File: config.mk
export PLATFORM = sky130hd
export DESIGN_NAME = stream_packer
export DESIGN_NICKNAME = d
export VERILOG_FILES = /design/src/rtl/fifo_pkg.sv /design/src/rtl/stream_packer_pkg.sv /design/src/rtl/sat_counter.sv /design/src/rtl/stream_packer.sv
export SDC_FILE = /design/constraint.sdc
export NUM_CORES = 1
export LEC_CHECK = 0
export BUFFER_PORTS_ARGS = -buffer_cell sky130_fd_sc_hd__clkbuf_2
export CAP_MARGIN = 20
export CORE_UTILIZATION = 40
export DETAILED_ROUTE_END_ITERATION = 8
export PLACE_DENSITY = 0.72
export SLEW_MARGIN = 20
export SYNTH_ARGS = -nofsm -noshare
export SYNTH_HDL_FRONTEND = slang
export SYNTH_SLANG_ARGS = --single-unit
File: constraint.sdc
create_clock -name CLK -period 2.01 [get_ports CLK]
set_clock_uncertainty 0.15 [all_clocks]
set_input_delay 0 -clock CLK [delete_from_list [all_inputs] [get_ports CLK]]
set_output_delay 0 -clock CLK [all_outputs]
set_load 0.05 [all_outputs]
File: src/rtl/fifo_pkg.sv
// Shared sizing helpers for the fifo family plus an elaboration-time parameter check.
`ifndef FIFO_PKG_SV
`define FIFO_PKG_SV

`define FIFO_PARAM_CHECK(label, cond) \
  if (!(cond)) begin : label \
    $error("illegal parameter combination"); \
  end

package fifo_pkg;

  function automatic int unsigned clog2(input int unsigned n);
    int unsigned r;
    r = 0;
    while ((64'd1 << r) < 64'(n)) r++;
    return r;
  endfunction

  // Never returns zero, so a counter for a value range of one still gets a real bit.
  function automatic int unsigned clog2s(input int unsigned n);
    return (clog2(n) == 0) ? 1 : clog2(n);
  endfunction

endpackage

`endif

File: src/rtl/stream_packer_pkg.sv
// Types shared by the packer and its bench-visible state decode.
package stream_packer_pkg;

  typedef enum logic [1:0] {
    IDLE,
    FILL,
    FLUSH
  } packState_t;

endpackage

File: src/rtl/sat_counter.sv
// Up-counter with synchronous clear that holds at LIMIT; one cycle from enable to count.
// No handshake: clear wins over enable.
module sat_counter
  import fifo_pkg::*;
#(
  parameter int unsigned WIDTH = 4,
  parameter int unsigned LIMIT = 8
) (
  input  logic             CLK,
  input  logic             RST,
  input  logic             clear,
  input  logic             enable,
  output logic [WIDTH-1:0] count
);

  `FIFO_PARAM_CHECK(gLimitFits, (64'(LIMIT) < (64'd1 << WIDTH)))

  always_ff @(posedge CLK) begin
    if (RST || clear) begin
      count <= '0;
    end else if (enable && (count != WIDTH'(LIMIT))) begin
      count <= count + WIDTH'(1);
    end
  end

endmodule

File: src/rtl/stream_packer.sv
// Packs C_RATIO fifo words into one wide beat (lane 0 at LSBs); beat is valid the cycle after its last word.
// Stalls the fifo only when a completing word meets a held output or a flush is pending; idle partials flush after C_TIMEOUT.
module stream_packer
  import fifo_pkg::*;
  import stream_packer_pkg::*;
#(
  parameter int unsigned C_IN_WIDTH    = 32,
  parameter int unsigned C_RATIO       = 4,
  parameter int unsigned C_BURST_BEATS = 16,
  parameter int unsigned C_TIMEOUT     = 64
) (
  input  logic                          CLK,
  input  logic                          RST,
  input  logic [C_IN_WIDTH-1:0]         RD_DATA,
  input  logic                          RD_VALID,
  output logic                          RD_READY,
  output logic [C_IN_WIDTH*C_RATIO-1:0] OUT_DATA,
  output logic [C_RATIO-1:0]            OUT_KEEP,
  output logic                          OUT_LAST,
  output logic                          OUT_VALID,
  input  logic                          OUT_READY
);

  localparam int unsigned LANE_W  = clog2s(C_RATIO);
  localparam int unsigned TIMER_W = clog2s(C_TIMEOUT + 1);
  localparam int unsigned BURST_W = clog2s(C_BURST_BEATS);
  localparam int unsigned OUT_W   = C_IN_WIDTH * C_RATIO;

  localparam logic [LANE_W-1:0]  LAST_LANE = LANE_W'(C_RATIO - 1);
  localparam logic [TIMER_W-1:0] TIMEOUT   = TIMER_W'(C_TIMEOUT);
  localparam logic [BURST_W-1:0] LAST_BEAT = BURST_W'(C_BURST_BEATS - 1);

  `FIFO_PARAM_CHECK(gRatioCheck, C_RATIO >= 2)
  `FIFO_PARAM_CHECK(gBurstCheck, C_BURST_BEATS >= 1)
  `FIFO_PARAM_CHECK(gTimeoutCheck, C_TIMEOUT >= 1)

  logic [C_RATIO-2:0][C_IN_WIDTH-1:0] asmLanes;
  logic [LANE_W-1:0]                  lane;
  logic [TIMER_W-1:0]                 idleTimer;
  logic [BURST_W-1:0]                 burstCnt;
  packState_t                         state;
  logic                               outFree;
  logic                               flushPending;
  logic                               flushLoad;
  logic                               wordAccept;
  logic [OUT_W-1:0]                   flushData;
  logic [C_RATIO-1:0]                 flushKeep;

  always_comb begin
    state = IDLE;
    if (lane != '0) begin
      state = (idleTimer == TIMEOUT) ? FLUSH : FILL;
    end
  end

  assign outFree      = !OUT_VALID || OUT_READY;
  assign flushPending = (state == FLUSH);
  assign flushLoad    = flushPending && outFree;
  assign RD_READY     = !RST && !flushPending && !((lane == LAST_LANE) && !outFree);
  assign wordAccept   = RD_VALID && RD_READY;

  sat_counter #(
    .WIDTH (TIMER_W),
    .LIMIT (C_TIMEOUT)
  ) uIdleTimer (
    .CLK    (CLK),
    .RST    (RST),
    .clear  (wordAccept || (lane == '0) || flushLoad),
    .enable (1'b1),
    .count  (idleTimer)
  );

  // Lanes at or above the fill point may hold stale words from an earlier beat, so they are zeroed here.
  always_comb begin
    flushData = '0;
    flushKeep = '0;
    for (int i = 0; i < int'(C_RATIO) - 1; i++) begin
      if (i < int'(lane)) begin
        flushKeep[i] = 1'b1;
        flushData[i*C_IN_WIDTH +: C_IN_WIDTH] = asmLanes[i];
      end
    end
  end

  always_ff @(posedge CLK) begin
    if (RST) begin
      lane      <= '0;
      burstCnt  <= '0;
      asmLanes  <= '0;
      OUT_VALID <= 1'b0;
      OUT_DATA  <= '0;
      OUT_KEEP  <= '0;
      OUT_LAST  <= 1'b0;
    end else begin
      if (OUT_VALID && OUT_READY) begin
        OUT_VALID <= 1'b0;
      end
      if (wordAccept) begin
        if (lane == LAST_LANE) begin
          OUT_VALID <= 1'b1;
          OUT_DATA  <= {RD_DATA, asmLanes};
          OUT_KEEP  <= '1;
          OUT_LAST  <= (burstCnt == LAST_BEAT);
          burstCnt  <= (burstCnt == LAST_BEAT) ? '0 : burstCnt + BURST_W'(1);
          lane      <= '0;
        end else begin
          asmLanes[lane] <= RD_DATA;
          lane           <= lane + LANE_W'(1);
        end
      end else if (flushLoad) begin
        // A flushed partial always closes the burst so the host sees a clean boundary.
        OUT_VALID <= 1'b1;
        OUT_DATA  <= flushData;
        OUT_KEEP  <= flushKeep;
        OUT_LAST  <= 1'b1;
        burstCnt  <= '0;
        lane      <= '0;
      end
    end
  end

endmodule
# Word level (Yosys, flattened, before mapping)
# Cells that the tools add are included.
# totals
register_bits	243
output_inout_bits	135
inputBits	36
word_cells	77
# classes
reduce_logical	21
n_mux	31
bitwise_logic	1
n_eq_ne	6
n_lt_le_gt_ge	5
n_addsub	3
# ops
op	n
two-way mux 128 bit	3
two-way mux 32 bit	4
bitwise mux 96 bit	1
demux 32 bit (select 2 bit)	1
two-way mux 4 bit	7
two-way mux 1 bit	10
two-way mux 2 bit	5
adder 7 x 1 -> 7 bit (second input constant)	1
== test 7 bit (second input constant)	1
logical AND 1 bit	7
inequality test 7 bit (second input constant)	1
zero test 1 bit	5
adder 4 x 1 -> 4 bit (second input constant)	1
== test 2 bit (second input constant)	2
== test 4 bit (second input constant)	1
logical OR 1 bit	4
less-than comparator 1 x 2 -> 1 bit (first input constant)	2
AND reduction 2 bit	2
nonzero test 2 bit	2
less-than comparator 2 x 3 -> 1 bit (second input constant)	1
adder 2 x 1 -> 2 bit (second input constant)	1
>= comparator 2 x 1 -> 1 bit (second input constant)	1
zero test 2 bit	1
less-than comparator 2 bit (first input constant)	1
2 further kinds	2

# Logic depth before layout (Yosys ltp)
# logic_depth
depth_word	11
mapped_depth	8
mapped_depth_nobuf	6

# By module
# From an unflattened synthesis, not the netlist that was laid out.
# hier_totals
cells_unflattened	1064
area_unflattened_um2	9520.4
# by_module_without_submodules
module	seq_area_each_um2	area_per_inst_um2	instances	cells_per_inst
stream_packer	4724.5	9180.1	1	1024
sat_counter	140.1	340.3	1	40

# Worst setup path after synthesis
# Ideal clock, no wire load.
# synth_path
kind	flip-flop to flip-flop
from	register lane[1]
to	register OUT_DATA[108]
slack_ns	-0.216
n_path_buf	2
arrival_time_ns	1.959
period_less_slack_ns	2.226
required_time_ns	1.743
path_stages_with_launch	9
setup_ns	0.117
path_cell_list	dfxtp_1 > inv_1 > ha_1 > or3b_1 > o21ai_4 > a21oi_2 > buf_2 > buf_2 > a22o_1
# synth_between
elab_chain_len	9
word_cells_on_any_way	15
# synth_lines
item	line	rtl
start: declaration	stream_packer.sv:38	logic [LANE_W-1:0] lane;
start signal: assignment	stream_packer.sv:108	lane <= lane + LANE_W'(1);
nonzero test 2 bit	stream_packer.sv:51	if (lane != '0) begin
two-way mux 2 bit	stream_packer.sv:51	
== test 2 bit	stream_packer.sv:57	assign flushPending = (state == FLUSH);
zero test 1 bit	stream_packer.sv:59	assign RD_READY = !RST && !flushPending && !((lane == LAST_LANE) && !outFree);
logical AND 1 bit (2 in series)	stream_packer.sv:59	
logical AND 1 bit	stream_packer.sv:60	assign wordAccept = RD_VALID && RD_READY;
inequality test 2 x 1 -> 1 bit (no line) or nonzero test 2 bit (tied branches)	n/a	
AND reduction 2 bit (no line)	n/a	
end signal: assignment	stream_packer.sv:101	OUT_DATA <= {RD_DATA, asmLanes};
end signal: assignment	stream_packer.sv:113	OUT_DATA <= flushData;
end: declaration	stream_packer.sv:17	output logic [C_IN_WIDTH*C_RATIO-1:0] OUT_DATA,
# Several ways; a longest one is shown, not always the timed one.
# A chain may end at the register's enable or synchronous reset.

# Worst setup path after layout
# layout_path
from	register lane[1]
to	register OUT_DATA[45]
# The elaborated chain is that of the path after synthesis.

==> summary.txt <==
Run status
  – Status: finished with violations
  – Failing checks: negative setup slack

Min path
  – Hold depth: 3
  – Hold WC Path Type: in -> reg

Power and ir drop
  – Total power draw: 0.0103 W
  – Comb pwr share: 0.073
  – Clk network pwr share: 0.449
  – Max VDD drop: a little under 0.6 mV
  – Register share of total power: 0.478
  – Switch Pwr: 0.00236 W
  – P_leak: 4.71 nW
  – Int Power: 0.00792 W
  – PwrDens: 857 mW/mm²
  – Switch share: 0.229

Cells and area
  – Area Growth Syn to Fin: 39.9%
  – Layout Nets: 1173
  – Final Core Density: 0.570
  – Antenna diode count: 0
  – Share of post-route cells with drive strength above 1: 0.309

Place
  – Post-DP HPWL: approximately 16 mm
  – Gpl congestion: 0.812
  – Port bufs: 170

Floorplanning
  – Placeable Area: 0.0210 mm²
  – # rows: between 50 and 60
  – Starting Density: 0.408
  – IO Pins: between 150 and 200
  – Die height: 148 µm
  – Die W: about 150 µm
  – Die area: 0.0220 mm²

Timing
  – Worst slew pin tran: 1020 ps
  – Pins Over Slew Limit: 0
  – Hold WS: 208 ps
  – Fin worst setup slack: -94.9 ps
  – Setup violations, final: 72
  – Final Hold Viols: 0
  – RSZ-0062 raised after global routing: yes
  – Final period utilization: 1.05
  – Rel. slew slack: 0.318
  – Minimum clock period: 2100 ps
  – Fmax: 475 MHz

Logic synthesis
  – Largest family of logic cells by synthesized area: compound AO/OA/AOI/OAI gates
  – Number of synthesized flops with an enable pin: 0
  – Syn_nets: 953
  – Synth warn: 0
  – Synth unique cells: 41
  – Yosys top cell by area: dfxtp_1
  – FF+latch count, synth: 243
  – Share of the synthesized area in the top cell type: 0.568
  – Sequential-to-total area share from yosys stat: 0.568
  – Most common cell in the netlist: dfxtp_1
  – Synth Flop Type: dfxtp_1
  – Post-synthesis mux area share: 0.00248
  – Synthesized area per cell: 9.42 µm²
  – Compound-cell area share of the yosys netlist: 0.253
  – Cells after Synth: 909
  – Simple-Gate Fraction of Synth Area: 0.116
  – Post-Syn Area: between 0.008 and 0.009 mm²
  – Top cells by instance count after synthesis: dfxtp_1 (243), a21oi_1 (136), nand3_1 (103)
  – Post-synth ARST share: 0
  – Area contributors post-synth: dfxtp_1 (57%), a22o_1 (10%), a21oi_1 (7.9%)
  – Synth Area in XOR/XNOR: 0.00613
  – Adder-Cell Fraction of Synth Area: 0.0117

Routing
  – WL final: between 20 and 30 mm
  – Antenna-violating nets left: 0
  – DR vias/cell: 5.59
  – WL per Instance: 19.8 µm
  – Vias: ~8000
  – DRC Markers: 0
  – DRC marker count from the first detailed-route iteration: ~620
  – Initial DRT Pass Iterations: 9

Critical path
  – Critical Path End: OUT_DATA[45]
  – Worst Path Required: approximately 2300 ps
  – Crit path from: lane[1]
  – Worst Setup End Kind: register
  – CP Launch Type: register
  – Worst R2R Setup Slack: -90 ps
  – Type of the worst setup path: reg -> reg
  – Critical Path AT: 2340 ps
  – RR Endpoint: OUT_DATA[45]
  – Worst reg2reg path startpoint: lane[1]
  – R2R depth: 9
  – Crit Path Max Fanout: 8

Global routing
  – GRT Max-Usage Layer: met2
  – First-pass GRT wire length: ~40 mm
  – Initial antenna violation count: 0
  – Global route overflow: 0
  – M2 GR Usage: 0.341
  – Pin count of the biggest net entering global routing: 94
  – Gr usage total: 0.228
  – GRT met1 Usage: 0.322
  – Vias in the first global route: 7221
  – Met3 Resource Use GR: 0.0417

Clock network
  – CTS sink count: 243
  – H-Tree Depth: 1
  – Max Buffers Root-to-Sink: 3
  – Total CTS buffers: 25
  – Clock tree from TritonCTS: built
  – CTS clk-pin slew, worst paths: 60 ps
  – Clk_lat worst skew: 510 ps
  – Clock root buffer: clkbuf_16

Flow run
  – Total of max-cap violations: 0
cell families after synthesis:
family | count (synthesis)
AND/OR/NAND/NOR | 208
buffers and inverters | 94
adder cells (fa/ha/maj) | 8
multiplexers | 2
AO/OA/AOI/OAI | 348
XOR/XNOR | 6
flip-flops | 243
power by group through the flow:
stage / clock [W] / combinational (W) / sequential [W]
6_report: 0.00461 / 0.000751 / 0.00491
5_1_grt: 0.00485 / 0.000787 / 0.00492
4_1_cts: 0.00466 / 0.000663 / 0.00491
3_5_place_dp: 0 / 0.000556 / 0.00502
3_3_place_gp: 0 / 0.000554 / 0.00502
2_1_floorplan: 0 / 0.000291 / 0.00503
critical path: stages (launching register included):
cell     delay [ps]
dfxtp_4         360
inv_4            40
ha_4            150
or3b_4          420
o21ai_2         160
buf_6           140
a21oi_4          60
buf_12          140
buf_12          140
a22o_1          210
layout by cell type (no fill, tap or decap), types with 5 or more instances in the layout:
cell type      count
nand2_1           71
clkbuf_16         37
clkbuf_2         168
o21ai_2           22
dlygate4sd3_1     35
buf_4             34
a21oi_2           15
xnor2_1            5
a22o_1            98
nand3_1           99
a21oi_1          118
dfxtp_1          239
buf_12            16
clkbuf_8           6
ha_1               5
nor2_1            11
o21ai_1           18
o21ai_0           56
buf_6              8
inv_1              7
clkbuf_1           5
through the flow:
step,cells,TNS [ps],area [µm²],setup WS (ps)
2_1_floorplan,909,-1140,8620,-30.1
3_3_place_gp,1314,-945,9970,-20.7
3_5_place_dp,1314,-2080,9970,-57.5
4_1_cts,1397,-178,11300,-28.2
5_1_grt,1420,-11150,12000,-153
6_report,1420,-4010,12000,-94.9
flip-flops by register name (all words and copies together) (netlist names):
name / count
OUT_VALID: 1
asmLanes: 96
uIdleTimer.count: 7
burstCnt: 4
OUT_KEEP: 4
lane: 2
OUT_LAST: 1
OUT_DATA: 128
worst min-delay path by stage:
stage	slack [ps]	from	end
after global routing	230	RD_DATA[7]	asmLanes[71]
after floorplan	-20	RD_DATA[12]	OUT_DATA[108]
after detailed placement	160	RD_DATA[14]	OUT_DATA[110]
after global placement	160	RD_DATA[14]	asmLanes[14]
final	210	RD_DATA[31]	OUT_DATA[127]
after CTS	170	RD_DATA[17]	OUT_DATA[113]
area by class of cell:
class,instances,area [µm²]
clock buffers,36,727
multi-input cells,572,3660
clock inverters,7,88.8
flip-flops and latches,243,4870
repair buffers,277,2250
well taps,275,344
inverters,10,40.0
fillers,1747,9030
routing by layer:
metal  routed length, µm  vias up
met5                   0        -
met4                1080        0
met3                1930       82
met2               12900      340
met1               12100     3782
li1                    -     3738
what timing repair did:
item	4_1_cts	5_1_grt
resized for setup	20	104
hold endpoints to repair	172	0
cloned	2	13
hold buffers	35	0
buffers inserted	3	12
setup endpoints to repair	112	226
pin swaps	5	26
Power figures use the tool's default switching activity.
